===== config.mk =====
export PLATFORM = sky130hd
export DESIGN_NAME = lcm_calc_flat
export DESIGN_NICKNAME = d
export VERILOG_FILES = /design/src/rtl/lcm_calc_if.sv /design/src/rtl/lcm_calc.sv /design/src/flat_wrapper.sv
export SDC_FILE = /design/constraint.sdc
export NUM_CORES = 1
export LEC_CHECK = 0
export ABC_CLOCK_PERIOD_IN_PS = 2800
export BUFFER_PORTS_ARGS = -buffer_cell sky130_fd_sc_hd__buf_4
export CAP_MARGIN = 20
export CORE_ASPECT_RATIO = 0.75
export CORE_MARGIN = 5
export CORE_UTILIZATION = 40
export DETAILED_ROUTE_END_ITERATION = 10
export GPL_ROUTABILITY_DRIVEN = 0
export PLACE_DENSITY = 0.57
export REMOVE_ABC_BUFFERS = 1
export SLEW_MARGIN = 5
export SYNTH_ARGS = -nofsm -noshare
export SYNTH_HDL_FRONTEND = slang
export SYNTH_SLANG_ARGS = --single-unit

===== constraint.sdc =====
create_clock -name clk -period 2.8 [get_ports clk]
set_clock_uncertainty 0.2 [all_clocks]
set_input_delay 0.14 -clock clk [delete_from_list [all_inputs] [get_ports clk]]
set_output_delay 0.14 -clock clk [all_outputs]
set_load 0.01 [all_outputs]

===== src/rtl/lcm_calc_if.sv =====
// Handshake and result bundle for lcm_calc.
// The gcd signal exists only when LCM_CALC_GCD_PORT_EN is defined.
interface lcm_calc_if #(
  parameter int WIDTH = 7
);
  logic               start;
  logic [WIDTH-1:0]   ia;
  logic [WIDTH-1:0]   ib;
  logic               busy;
  logic               done;
  logic [2*WIDTH-1:0] lcm;
`ifdef LCM_CALC_GCD_PORT_EN
  logic [WIDTH-1:0]   gcd;

  modport master (output start, ia, ib, input busy, done, lcm, gcd);
  modport slave  (input start, ia, ib, output busy, done, lcm, gcd);
`else
  modport master (output start, ia, ib, input busy, done, lcm);
  modport slave  (input start, ia, ib, output busy, done, lcm);
`endif
endinterface


===== src/rtl/lcm_calc.sv =====
// Sequential LCM: binary GCD, restoring divide oa/g, shift-add multiply by ob.
// Optional gcd output register controlled by macro LCM_CALC_GCD_PORT_EN.
module lcm_calc #(
  parameter int WIDTH = 7
) (
  input  logic        clk,
  input  logic        rst_,
  lcm_calc_if.slave   bus
);
  localparam int CW = $clog2(WIDTH + 1);

  typedef enum logic [2:0] {IDLE, GCD, DIV, MUL, DONE} state_t;

  state_t             state_reg;
  logic [WIDTH-1:0]   a_reg, b_reg, oa_reg, ob_reg, g_reg;
  logic [WIDTH-1:0]   rem_reg, dq_reg;
  logic [CW-1:0]      k_reg, cnt_reg;
  logic [2*WIDTH-1:0] mc_reg, acc_reg;
  logic [WIDTH:0]     trial;
  logic [WIDTH:0]     g_ext;

  // Restoring-division trial: shift next dividend bit into the partial remainder.
  assign trial = {rem_reg, dq_reg[WIDTH-1]};
  assign g_ext = {1'b0, g_reg};

  always_ff @(posedge clk) begin
    if (!rst_) begin
      state_reg <= IDLE;
      a_reg     <= '0;
      b_reg     <= '0;
      oa_reg    <= '0;
      ob_reg    <= '0;
      g_reg     <= '0;
      rem_reg   <= '0;
      dq_reg    <= '0;
      k_reg     <= '0;
      cnt_reg   <= '0;
      mc_reg    <= '0;
      acc_reg   <= '0;
      bus.busy  <= 1'b0;
      bus.done  <= 1'b0;
      bus.lcm   <= '0;
`ifdef LCM_CALC_GCD_PORT_EN
      bus.gcd   <= '0;
`endif
    end else begin
      bus.done <= 1'b0;
      case (state_reg)
        IDLE: begin
          if (bus.start) begin
            a_reg    <= bus.ia;
            b_reg    <= bus.ib;
            oa_reg   <= bus.ia;
            ob_reg   <= bus.ib;
            k_reg    <= '0;
            bus.busy <= 1'b1;
            if (bus.ia == '0 || bus.ib == '0) begin
              acc_reg   <= '0;
              g_reg     <= (bus.ia > bus.ib) ? bus.ia : bus.ib;
              state_reg <= DONE;
            end else begin
              state_reg <= GCD;
            end
          end
        end

        GCD: begin
          if (a_reg == b_reg) begin
            g_reg     <= a_reg << k_reg;
            dq_reg    <= oa_reg;
            rem_reg   <= '0;
            cnt_reg   <= '0;
            state_reg <= DIV;
          end else if (!a_reg[0] && !b_reg[0]) begin
            a_reg <= a_reg >> 1;
            b_reg <= b_reg >> 1;
            k_reg <= k_reg + 1'b1;
          end else if (!a_reg[0]) begin
            a_reg <= a_reg >> 1;
          end else if (!b_reg[0]) begin
            b_reg <= b_reg >> 1;
          end else if (a_reg > b_reg) begin
            a_reg <= (a_reg - b_reg) >> 1;
          end else begin
            b_reg <= (b_reg - a_reg) >> 1;
          end
        end

        // dq_reg doubles as dividend shifter and quotient accumulator.
        DIV: begin
          if (trial >= g_ext) begin
            rem_reg <= WIDTH'(trial - g_ext);
            dq_reg  <= {dq_reg[WIDTH-2:0], 1'b1};
          end else begin
            rem_reg <= trial[WIDTH-1:0];
            dq_reg  <= {dq_reg[WIDTH-2:0], 1'b0};
          end
          if (cnt_reg == CW'(WIDTH - 1)) begin
            cnt_reg   <= '0;
            acc_reg   <= '0;
            mc_reg    <= {{WIDTH{1'b0}}, ob_reg};
            state_reg <= MUL;
          end else begin
            cnt_reg <= cnt_reg + 1'b1;
          end
        end

        MUL: begin
          if (dq_reg[0]) begin
            acc_reg <= acc_reg + mc_reg;
          end
          mc_reg <= mc_reg << 1;
          dq_reg <= dq_reg >> 1;
          if (cnt_reg == CW'(WIDTH - 1)) begin
            cnt_reg   <= '0;
            state_reg <= DONE;
          end else begin
            cnt_reg <= cnt_reg + 1'b1;
          end
        end

        DONE: begin
          bus.lcm   <= acc_reg;
`ifdef LCM_CALC_GCD_PORT_EN
          bus.gcd   <= g_reg;
`endif
          bus.done  <= 1'b1;
          bus.busy  <= 1'b0;
          state_reg <= IDLE;
        end

        default: state_reg <= IDLE;
      endcase
    end
  end
endmodule

===== src/flat_wrapper.sv =====
// flat-port wrapper written by rule: the top's interface ports become plain ports
module lcm_calc_flat 
#(
  parameter int WIDTH = 7
)
  (clk, rst_, bus_start, bus_ia, bus_ib, bus_busy, bus_done, bus_lcm);
  lcm_calc_if #(.WIDTH(WIDTH)) bus_i ();
  input  logic clk;
  input  logic rst_;
  input wire logic [$bits(bus_i.start)-1:0] bus_start;
  input wire logic [$bits(bus_i.ia)-1:0] bus_ia;
  input wire logic [$bits(bus_i.ib)-1:0] bus_ib;
  output wire logic [$bits(bus_i.busy)-1:0] bus_busy;
  output wire logic [$bits(bus_i.done)-1:0] bus_done;
  output wire logic [$bits(bus_i.lcm)-1:0] bus_lcm;
  assign bus_i.start = bus_start;
  assign bus_i.ia = bus_ia;
  assign bus_i.ib = bus_ib;
  assign bus_busy = bus_i.busy;
  assign bus_done = bus_i.done;
  assign bus_lcm = bus_i.lcm;
  lcm_calc #(.WIDTH(WIDTH)) u_core (.clk(clk), .rst_(rst_), .bus(bus_i));
endmodule

* Word-level counts from Yosys, hierarchy flattened
Index checks and enable logic that the tools add are counted.
Widths: inputs -> output; s select.
** Word-level totals
- ROM bits :: 0
- Latch bits :: 0
- Memories :: 0
- Bits in writable memories :: 0
- Register bits after elaboration :: 102
- Output and inout bits :: 16
- Logic and storage cells :: 122
- Input bits :: 17
** Cells by class
- Shifts and indexed selects :: 1
- Magnitude comparators :: 3
- Multiplexer cells :: 48
- Equal/unequal tests :: 18
- $add $sub $neg :: 6
- Multiply operators :: 0
- Div/mod/pow operators :: 0
- Bitwise operators :: 0
- Reduce and logical (&&, ||, !) cells :: 29
** Operator list (count)
- $mux 7 :: 19
- $mux 14 :: 5
- $pmux 7 s2 :: 4
- $pmux 14 s3 :: 1
- $mux 3 :: 10
- $pmux 14 s2 :: 1
- $pmux 7 s3 :: 1
- $sub 7x7->7 :: 3
- $reduce_and 4->1 :: 4
- $reduce_and 5->1 :: 3
- $add 14x14->14 :: 1
- $gt 7x7->1 :: 2
- $logic_not 7->1 :: 2
- $ne 2x1->1 const B :: 6
- $ne 4x4->1 const B :: 3
- $pmux 3 s2 :: 2
- $pmux 3 s4 :: 1
- $reduce_and 2->1 :: 6
- $reduce_bool 2->1 :: 5
- $ge 8x7->1 :: 1
- $eq 7x7->1 :: 1
- $shl 7x3->7 :: 1
- $add 3x1->3 const B :: 2
- $eq 3x2->1 const B :: 2
- other kinds (13) :: 19

* Longest topological paths before layout
Gate-level depths: netlist of the first run.
- Word-level depth :: 7
- Depth in mapped cells :: 11
- Depth with buffers taken out :: 10

* Worst setup path after synthesis of the first run
OpenSTA, ideal clock, no wires.
- Kind :: flip-flop to flip-flop
- Start point :: register u_core.b_reg[1]
- End point :: register u_core.b_reg[1]
- Setup time :: 0.122 ns
- Cell stages (with the launch flop) :: 10
- Data required time :: 2.478 ns
- Path slack :: 0.309 ns
- Data arrival time :: 2.169 ns
- Buffers on the path :: 1
- Period minus slack after synthesis :: 2.491 ns
- Cell sequence :: dfxtp_1 > inv_1 > ha_1 > nor2b_1 > o21ai_0 > a21oi_1 > o21ai_2 > o21ai_0 > buf_2 > o311a_1
** Between the ends
- Longest elaborated chain between the ends :: 7
- Elaborated cells on any way between the ends :: 12
- Classes of those cells :: add/sub (1); order compare (1); eq/ne (3); mux (6); reduce/logical (1)
** RTL lines
- start, declared :: RTL line lcm_calc.sv:15 : logic [WIDTH-1:0] a_reg, b_reg, oa_reg, ob_reg, g_reg;
- start signal, assigned :: RTL line lcm_calc.sv:52 : b_reg <= bus.ib;
- start signal, assigned :: RTL line lcm_calc.sv:76 : b_reg <= b_reg >> 1;
- start signal, assigned :: RTL line lcm_calc.sv:81 : b_reg <= b_reg >> 1;
- $sub 7x7->7 :: RTL line lcm_calc.sv:85 : b_reg <= (b_reg - a_reg) >> 1;
- $mux 7 :: RTL line lcm_calc.sv:82 : end else if (a_reg > b_reg) begin
- $mux 7 :: RTL line lcm_calc.sv:80 : end else if (!b_reg[0]) begin
- $mux 7 :: RTL line lcm_calc.sv:78 : end else if (!a_reg[0]) begin
- $mux 7 :: RTL line lcm_calc.sv:74 : end else if (!a_reg[0] && !b_reg[0]) begin
- $mux 7 :: RTL line lcm_calc.sv:68 : if (a_reg == b_reg) begin
- $pmux 7 s2 :: RTL line lcm_calc.sv:48 : case (state_reg)
Several ways; a longest one is shown, not always the timed one. The select of a mux whose other input is x is not followed.
A chain may end at the register's enable or synchronous reset.

* Final worst setup path of the first run
- Start point :: register u_core.a_reg[0]
- End point :: register u_core.rem_reg[5]
** Between the ends
- Longest elaborated chain between the ends :: 3
** RTL lines
- start, declared :: RTL line lcm_calc.sv:15
- start signal, assigned :: RTL line lcm_calc.sv:51 : a_reg <= bus.ia;
- start signal, assigned :: RTL line lcm_calc.sv:75 : a_reg <= a_reg >> 1;
- start signal, assigned :: RTL line lcm_calc.sv:79 : a_reg <= a_reg >> 1;
- $eq 7x7->1 :: RTL line lcm_calc.sv:68
- $ne 2x1->1 (no line)
- $reduce_and 2->1 (no line)
- end signal, assigned :: RTL line lcm_calc.sv:92 : rem_reg <= WIDTH'(trial - g_ext);
- end signal, assigned :: RTL line lcm_calc.sv:95 : rem_reg <= trial[WIDTH-1:0];
- end, declared :: RTL line lcm_calc.sv:16 : logic [WIDTH-1:0] rem_reg, dq_reg;
Every way passes these cells.

==> qor.txt, run 1 <==
status -> complete, no violations
antenna violations before repair -> 0
register area share after synthesis -> 0.3305
H-tree levels -> 3
syn_area_per_cell -> 7.752 sq um
crit path max fanout -> 7
Reg2Reg Launch Point -> u_core.a_reg[0]
critical path class -> flop to flop
ANT nets after route -> 0
Sw Ratio -> 0.3895
Most used DFF post-synth -> dfxtp_1
synthesized instance count -> 797
synth top area cells -> dfxtp_1 33%, ha_1 8.7%, nand2_1 7.8%
Yosys cell types -> 64
Final HPWL DP -> 12.78 mm
largest net degree at the start of global routing -> 87
ys async rst share -> 0
CTS tree -> done
r2r setup slk -> 80 ps
area added between synthesis and finish -> 17.44%
# IOs -> 33
Clk pwr share -> 0.241
drt total wl -> 17.69 mm
dominant cell type by area after synthesis -> dfxtp_1
share of cells above drive strength 1 -> 0.1234
DRC Markers -> 0
WL/cell -> 16.75 microns
initial cell density of the core -> 0.4071
Worst setup SP type -> flop
Vias/cell -> 5.649
crit path DAT -> 2750 ps
Cell Int Power -> 3223 uW
Worst Tran Pin Value -> 950.3 ps
Total GRT Usage -> 0.1944
top cell type's share of synthesized area -> 0.3305
max-cap violations -> 0
worst reg2reg endpoint -> u_core.rem_reg[5]
Leak Pwr -> 0.002698 uW
Hold Crit Class -> input pin to flop
ANT cells -> 0
TritonRoute pass-1 iters -> 6
IO Port Bufs -> 32
Worst EP required -> 2830 ps
Die H -> 117.6 microns
Power Total -> 5279 uW
worst skew pair latency -> 360 ps
max-slew violation count -> 0
crit path from -> u_core.a_reg[0]
Critical Path End Type -> flop
Synth Cell Area -> 6178 sq um
# clock sinks -> 102
1st-iter DRT viols -> 501
number of buffers created by CTS -> 9
Layout Cells excl Fill -> 1056
clk slew on worst S/H paths -> 70 ps
max_slew headroom -> 0.3616
min Tclk post-route -> 2720 ps
Yosys warning count -> 0
R2R depth -> 7
die area -> 18060 sq um
Placed Instances -> 1022
share of power burned in registers -> 0.330
core area -> 15180 sq um
DIE WIDTH -> 153.5 microns
worst setup path end -> u_core.rem_reg[5]
Final nets -> 910
Fill cells -> 1491
final setup fails -> 0
Clock Tree Root -> clkbuf_16
first-pass GRT wire length -> 29.11 mm
Fin. Hold Viols -> 0
row count -> 39
Fmax -> 367.6 MHz
EDFF count, synth -> 0
vias in the first global route -> 5567
switching pwr -> 2056 uW
post-synthesis register bit count -> 102
clk buf depth -> 2
via count -> 5965
logic gate share of total power -> 0.429
Final period util -> 0.9715
worst vdd ir -> 0.5060 mV
overflow left after global routing -> 0
Power Density -> 727.5 nW/um^2
==> synth_stat cells, drive strengths merged (3+ instances only) <==
master,n
nand2,129
dfxtp,102
a21oi,79
nor2,62
o21ai,44
ha,43
inv,39
clkbuf,30
nor3,26
nor2b,20
nand3,19
a211oi,14
buf,14
a311oi,13
a22oi,11
nand2b,11
xnor2,10
a31oi,8
mux2i,8
a21o,7
o21a,7
o32ai,7
o211ai,6
a32o,5
nand4,5
nand4b,5
nor4,5
xor2,5
a31o,4
fa,4
o311ai,4
o31ai,4
or3,4
a2111oi,3
and3,3
nor3b,3
o21bai,3
o22ai,3
o41ai,3
==> area by class of cell <==
cell class	count	area (sq um)	share of cell area
multi-input combinational	612	3854	0.5311
sequential	102	2042	0.2814
timing repair buffer	82	665.6	0.09174
tap	205	256.5	0.03535
clock buffer	11	232.7	0.03207
inverter	39	146.4	0.02018
clock inverter	5	58.81	0.008105
==> worst max-delay path, cell delays in order (launching register included) <==
cell      delay (ps)
dfxtp_1          310
inv_1            230
ha_1             290
nand4b_1         270
nor3_1           640
nor3_1           320
a32oi_1          240
o31ai_1           90
==> per-stage QoR <==
stage	setup WS, ps	util	area (sq um)	TNS, ps	hold slack [ps]
final	79.67	0.4781	7256	0	143.3
after global routing	-46.32	0.4781	7256	-71.95	188.2
after CTS	33.11	0.4742	7197	0	128.9
after detailed placement	55.14	0.4451	6755	0	218.2
after global placement	244.3	0.4451	6755	0	211.3
after floorplan	-917.1	-	5995	-10230	71.25
==> placed cells by master (no fill, tap or decap), types with 5 or more instances in the layout <==
cell / instances
a211oi_1: 14
a21o_1: 7
a21oi_1: 77
a22oi_1: 11
a311oi_1: 13
a31oi_1: 8
a32o_1: 5
buf_4: 66
clkbuf_16: 9
dfxtp_1: 102
dlygate4sd3_1: 15
ha_1: 43
inv_1: 38
mux2i_1: 8
nand2_1: 129
nand2b_1: 11
nand3_1: 19
nand4_1: 5
nand4b_1: 5
nor2_1: 59
nor2b_1: 20
nor3_1: 25
o211ai_1: 6
o21a_1: 7
o21ai_0: 39
o32ai_1: 7
xnor2_1: 10
xor2_1: 5
==> routing by layer <==
metal  vias up  routed length [microns]  share of wire  GRT usage
met5         -                        0              0          0
met4         0                      214          0.012    0.04413
li1       2968                        -              -          -
met3        19                      817          0.046    0.03565
met2       157                     7562           0.43     0.2834
met1      2821                     9094           0.51     0.2957
==> cell families (layout without fill, tap and decap cells) <==
kind of cell | after synthesis | after routing | share of synthesized area
XOR/XNOR | 15 | 15 | 0.02126
AO/OA/AOI/OAI | 237 | 237 | 0.2517
flip-flops | 102 | 102 | 0.3305
AND/OR/NAND/NOR | 303 | 303 | 0.2264
adder cells (fa/ha/maj) | 47 | 47 | 0.1000
buffers and inverters | 83 | 137 | 0.05346
multiplexers | 10 | 10 | 0.01661
==> power groups by stage <==
| stage | Combinational [uW] | Sequential (uW) | Clock (uW) |
|---|---|---|---|
| final | 2260 | 1740 | 1270 |
| after global placement | 2050 | 1760 | 0 |
| after CTS | 2120 | 1740 | 1310 |
| after floorplan | 1440 | 1750 | 0 |
| after detailed placement | 2090 | 1770 | 0 |
| after global routing | 2500 | 1760 | 1360 |
==> timing repair <==
item | 4_1_cts | 5_1_grt
setup buffers | 0 | 3
hold buffers | 15 | 0
hold endpoints to repair | 25 | 0
setup endpoints to repair | 0 | 23
gates resized for setup | 0 | 12
==> worst min path at each step <==
stage / from / slack (ps) / depth (start not counted) / to
finish: bus_start / 140 / 4 / u_core.a_reg[0]
global route: bus_start / 190 / 4 / u_core.a_reg[0]
CTS: bus_start / 130 / 4 / u_core.a_reg[0]
detailed placement: bus_ib[3] / 220 / 3 / u_core.ob_reg[3]
global placement: bus_ib[4] / 210 / 3 / u_core.ob_reg[4]
floorplan: rst_ / 70 / 1 / u_core.b_reg[1]
No activity file was read; power rests on OpenSTA's default activity.
==> inputs of run 2 (changes only) <==
Settings changed: CTS_BUF_LIST set to sky130_fd_sc_hd__clkbuf_16.
==> qor.txt, run 2 (synthesis results as in run 1) <==
status -> complete, no violations
worst skew pair latency -> 360 ps (about the same)
# clock sinks -> 102 (unchanged)
dpl cell area -> 6755 sq um (unchanged)
Die H -> 117.6 microns (unchanged)
drt total wl -> 17.69 mm (about the same)
Hold Crit Endpoint -> u_core.a_reg[0]
final core occ -> 0.4781 (unchanged)
WL/cell -> 16.75 microns (about the same)
number of buffers created by CTS -> 9 (unchanged)
Final HPWL DP -> 12.78 mm (unchanged)
Critical Path End Type -> flop
Reg2Reg Launch Point -> u_core.a_reg[0]
overflow left after global routing -> 0 (unchanged)
crit path max fanout -> 7 (unchanged)
DIE WIDTH -> 153.5 microns (unchanged)
ANT cells -> 0 (unchanged)
Fmax -> 367.4 MHz (about the same)
row count -> 39 (unchanged)
worst reg2reg endpoint -> u_core.rem_reg[5]
IO Port Bufs -> 32 (unchanged)
min Tclk post-route -> 2722 ps (+1.860 ps)
Worst setup SP type -> flop
Power Density -> 726.7 nW/um^2 (-0.11%)
1st-iter DRT viols -> 499 (-0.40%)
Leak Pwr -> 0.002707 uW (+0.31%)
die area -> 18060 sq um (unchanged)
vias in the first global route -> 5567 (unchanged)
CTS tree -> done
Hold Crit Class -> input pin to flop
clk buf depth -> 2 (unchanged)
Clock Tree Root -> clkbuf_16
largest net degree at the start of global routing -> 87 (unchanged)
core area -> 15180 sq um (unchanged)
post-route cell area -> 7256 sq um (unchanged)
Worst EP required -> 2830 ps (about the same)
ANT nets after route -> 0 (unchanged)
Hold WS -> 142.5 ps (-0.7800 ps)
TritonRoute pass-1 iters -> 5 (-1)
r2r setup slk -> 80 ps (about the same)
via count -> 5973 (+0.13%)
Final period util -> 0.9722 (about the same)
antenna violations before repair -> 0 (unchanged)
DRC Markers -> 0 (unchanged)
area added between synthesis and finish -> 17.44% (unchanged)
R2R depth -> 7 (unchanged)
most frequent cells in the layout -> 129 x nand2_1, 102 x dfxtp_1, 77 x a21oi_1
initial cell density of the core -> 0.4071 (unchanged)
max-cap violations -> 0 (unchanged)
Vias/cell -> 5.656 (+0.13%)
commonest non-fill, non-tap cell in the layout -> nand2_1
critical path class -> flop to flop
Hold Crit Start -> bus_start
clk slew on worst S/H paths -> 70 ps (about the same)
Worst Tran Pin Value -> 950.3 ps (-0.03207 ps)
WHS Path Cells -> 4 (unchanged)
worst vdd ir -> 0.5061 mV (about the same)
final setup fails -> 0 (unchanged)
share of cells above drive strength 1 -> 0.1234 (unchanged)
max_slew headroom -> 0.3616 (about the same)
first-pass GRT wire length -> 29.11 mm (unchanged)
Total GRT Usage -> 0.1944 (unchanged)
crit path DAT -> 2760 ps (about the same)
Fin. Hold Viols -> 0 (unchanged)
max-slew violation count -> 0 (unchanged)
Final nets -> 910 (unchanged)
H-tree levels -> 3 (unchanged)
# IOs -> 33 (unchanged)
[run 2: worst max path at each step]
stage                                    end           startpoint  slack, ps
after global routing        u_core.dq_reg[0]     u_core.dq_reg[6]        -50
after global placement      u_core.dq_reg[0]     u_core.dq_reg[6]        240
after detailed placement  u_core.acc_reg[12]    u_core.acc_reg[0]         60
after floorplan              u_core.g_reg[6]  u_core.state_reg[0]       -920
after CTS                 u_core.acc_reg[12]    u_core.acc_reg[0]         30
final                      u_core.rem_reg[5]      u_core.a_reg[0]         80
[run 2: what timing repair did]
action | in CTS | in global routing
gates resized for setup | 0 | 12
buffers inserted | 0 | 3
hold buffers | 15 | 0
endpoints found under the setup margin | 0 | 23
hold endpoints to repair | 25 | 0
[run 2: where the power goes]
group	internal, uW	switching, uW
registers	1590	152
logic	938	1330
clock network	689	578
total	3220	2060
[run 2: layout make-up]
cell class / count / area (sq um)
clock buffers: 9 / 225.2
clock inverters: 7 / 66.31
fillers: 1491 / 7920
inverters: 39 / 146.4
multi-input cells: 612 / 3854
flip-flops and latches: 102 / 2042
well taps: 205 / 256.5
repair buffers: 82 / 665.6
[run 2: layer usage]
metal  track usage  vias up  wire length, microns
met5             0        -                     0
met1        0.2957     2826                  9099
li1              -     2970                     -
met4       0.04413        0                   213
met3       0.03565       20                   814
met2        0.2834      157                  7565
[run 2: metrics by stage]
step / setup slack [ps] / setup TNS (ps) / cells / total power, uW
CTS: 33.11 / 0 / 1053 / 5158
global placement: 244.3 / 0 / 1022 / 3810
floorplan: -917.1 / -10230 / 753 / 3186
finish: 77.81 / 0 / 1056 / 5273
detailed placement: 55.14 / 0 / 1022 / 3860
global route: -46.32 / -71.95 / 1056 / 5617
[run 2: critical path: stages, from the launching register on]
cell	delay [ps]
dfxtp_1	310
inv_1	230
ha_1	300
nand4b_1	270
nor3_1	640
nor3_1	320
a32oi_1	240
o31ai_1	90
==> inputs of run 3 (changes only) <==
Settings changed: ABC_AREA set to 1, CTS_BUF_LIST sky130_fd_sc_hd__clkbuf_16 to sky130_fd_sc_hd__clkbuf_8.
==> qor.txt, run 3 <==
Yosys cell types -> 39 (-39%)
Vias/cell -> 5.116 (-9.5%)
Fmax -> 405.1 MHz (+10%)
post-route cell area -> 7508 sq um (+3.5%)
register area share after synthesis -> 0.3107 (-0.01982)
core area -> 16070 sq um (+5.9%)
ys async rst share -> 0 (unchanged)
Yosys warning count -> 0 (unchanged)
Final period util -> 0.8815 (-0.09068)
worst vdd ir -> 0.6293 mV (+24%)
number of buffers created by CTS -> 9 (unchanged)
logic gate share of total power -> 0.614 (+0.184)
area added between synthesis and finish -> 14.24%
vias in the first global route -> 5919 (+6.3%)
Hold Crit Class -> flop to flop
WL/cell -> 14.66 microns (-12%)
post-synthesis register bit count -> 102 (unchanged)
min Tclk post-route -> 2468 ps (-253.9 ps)
critical path class -> flop to flop
Total GRT Usage -> 0.2042 (+0.009805)
RSZ-0062 raised after global routing -> false
Synth Cell Area -> 6573 sq um (+6.4%)
# clock sinks -> 102 (unchanged)
Power Density -> 1061 nW/um^2 (+46%)
WHS Path Cells -> 2 (-2)
commonest non-fill, non-tap cell in the layout -> nand2_1
synthesized instance count -> 1012 (+27%)
most frequent cells in the layout -> 287 x nand2_1, 115 x inv_1, 106 x a21oi_1
first-pass GRT wire length -> 31.45 mm (+8.0%)
ANT cells -> 0 (unchanged)
largest net degree at the start of global routing -> 56 (-36%)
EDFF count, synth -> 0 (unchanged)
# IOs -> 33 (unchanged)
Final HPWL DP -> 14.27 mm (+12%)
dpl cell area -> 7017 sq um (+3.9%)
R2R depth -> 10 (+3)
CTS tree -> done
DRC Markers -> 0 (unchanged)
clk buf depth -> 2 (unchanged)
die area -> 19120 sq um (+5.9%)
via count -> 6544 (+9.6%)
overflow left after global routing -> 0 (unchanged)
dominant cell type by area after synthesis -> dfxtp_1
share of cells above drive strength 1 -> 0.08606 (-0.03732)
share of power burned in registers -> 0.263 (-0.067)
switching pwr -> 4033 uW (+96%)
Leak Pwr -> 0.003544 uW (+31%)
drt total wl -> 18.75 mm (+6.0%)
Critical Path End Type -> flop
status -> complete, no violations
Clock Tree Root -> clkbuf_8
Worst Tran Pin Value -> 1050 ps (+99.43 ps)
Worst EP required -> 2890 ps (+60 ps)
Worst setup SP type -> flop
top-count cell post-synth -> nand2_1
DIE WIDTH -> 158.0 microns (+2.9%)
Final nets -> 1128 (+24%)
row count -> 40 (+2.6%)
clk slew on worst S/H paths -> 100 ps (+30 ps)
initial cell density of the core -> 0.4091 (+0.001989)
synth top area cells -> dfxtp_1 31%, nand2_1 16%, ha_1 8.2%
max_slew headroom -> 0.2992 (-0.06244)
crit path DAT -> 2560 ps (-200 ps)
max-slew violation count -> 0 (unchanged)
Die H -> 121.0 microns (+2.9%)
IO Port Bufs -> 32 (unchanged)
worst skew pair latency -> 390 ps (+30 ps)
Sw Ratio -> 0.5061 (+0.1160)
Clk pwr share -> 0.124 (-0.116)
crit path max fanout -> 12 (+5)
Post-synth top cells -> 287 x nand2_1, 115 x inv_1, 106 x a21oi_1
max-cap violations -> 0 (unchanged)
ANT nets after route -> 0 (unchanged)
1st-iter DRT viols -> 499 (unchanged)
final setup fails -> 0 (unchanged)
H-tree levels -> 3 (unchanged)
syn_area_per_cell -> 6.495 sq um (-16%)
TritonRoute pass-1 iters -> 5 (unchanged)
antenna violations before repair -> 0 (unchanged)
top cell type's share of synthesized area -> 0.3107 (-0.01982)
Final TNS setup -> 0 ps (unchanged)
Most used DFF post-synth -> dfxtp_1
Cell Int Power -> 3935 uW (+22%)
Fin. Hold Viols -> 0 (unchanged)
[run 3: cell types whose count changed in the layout (fill, tap and decap cells not counted), moves of 21 or more]
cell     delta
nor3_1     -21
nand2_1   +158
nor2_1     +31
nand3_1    +61
inv_1      +75
a21oi_1    +29
[run 3: critical path, stage by stage (launching register included)]
cell	delay, ps
dfxtp_1	510
inv_1	170
ha_1	330
nor2_1	180
nand2_2	150
nor2_1	200
o211ai_2	250
inv_1	160
nand2_1	60
nor2_1	110
nor2_1	40
[run 3: cells by family (layout without fill, tap and decap cells)]
kind of cell | count (synthesis) | count (layout) | synth area share
xor+xnor | 11 | 11 | 0.01466
simple gates | 500 | 500 | 0.3212
fa+ha+maj | 47 | 47 | 0.09404
buf+inv | 155 | 212 | 0.09537
compound gates | 197 | 197 | 0.1641
flops | 102 | 102 | 0.3107
[run 3: routing by layer]
metal	up-vias	track usage	routed length, microns
li1	3409	-	-
met5	-	0	0
met2	181	0.2657	6988
met1	2937	0.3368	10380
met4	0	0.04422	204
met3	17	0.03886	1179
[run 3: power by group through the flow]
stage	logic [uW]	registers [uW]	clock network (uW)
2_1_floorplan	3500	2030	0
3_3_place_gp	4700	2120	0
3_5_place_dp	4700	2120	0
4_1_cts	4780	2090	1030
5_1_grt	5620	2140	1080
6_report	4890	2090	987
[run 3: timing repair]
action                     4_1_cts  5_1_grt
setup endpoints to repair        0        2
gates resized for setup          0        2
setup buffers                    0        0
hold endpoints to repair        39        0
hold buffers                    28        0
[run 3: through the flow]
stage	instances	setup slack [ps]	hold slack, ps	utilization	total power [uW]
global placement	1235	304.8	249.5	0.4368	6818
floorplan	979	480.5	62.69	-	5529
detailed placement	1235	301.8	253.6	0.4368	6817
CTS	1279	271.1	269.5	0.4669	7897
finish	1279	331.7	270.2	0.4674	7967
global route	1279	33.61	286.8	0.4674	8841
[run 3: final cells by class]
| cell class | instances | area (sq um) |
|---|---|---|
| fill | 1689 | 8557 |
| multi-input combinational | 755 | 3916 |
| sequential | 102 | 2042 |
| timing repair buffer | 74 | 625.6 |
| inverter | 122 | 457.9 |
| tap | 210 | 262.8 |
| clock buffer | 9 | 123.9 |
| clock inverter | 7 | 80.08 |
[run 3: final timing paths]
check	startpoint	to	slack [ps]
min reg2reg	u_core.ob_reg[3]	u_core.ob_reg[3]	270
max	u_core.a_reg[0]	u_core.g_reg[6]	330
min	u_core.ob_reg[3]	u_core.ob_reg[3]	270
max reg2reg	u_core.a_reg[0]	u_core.g_reg[6]	330
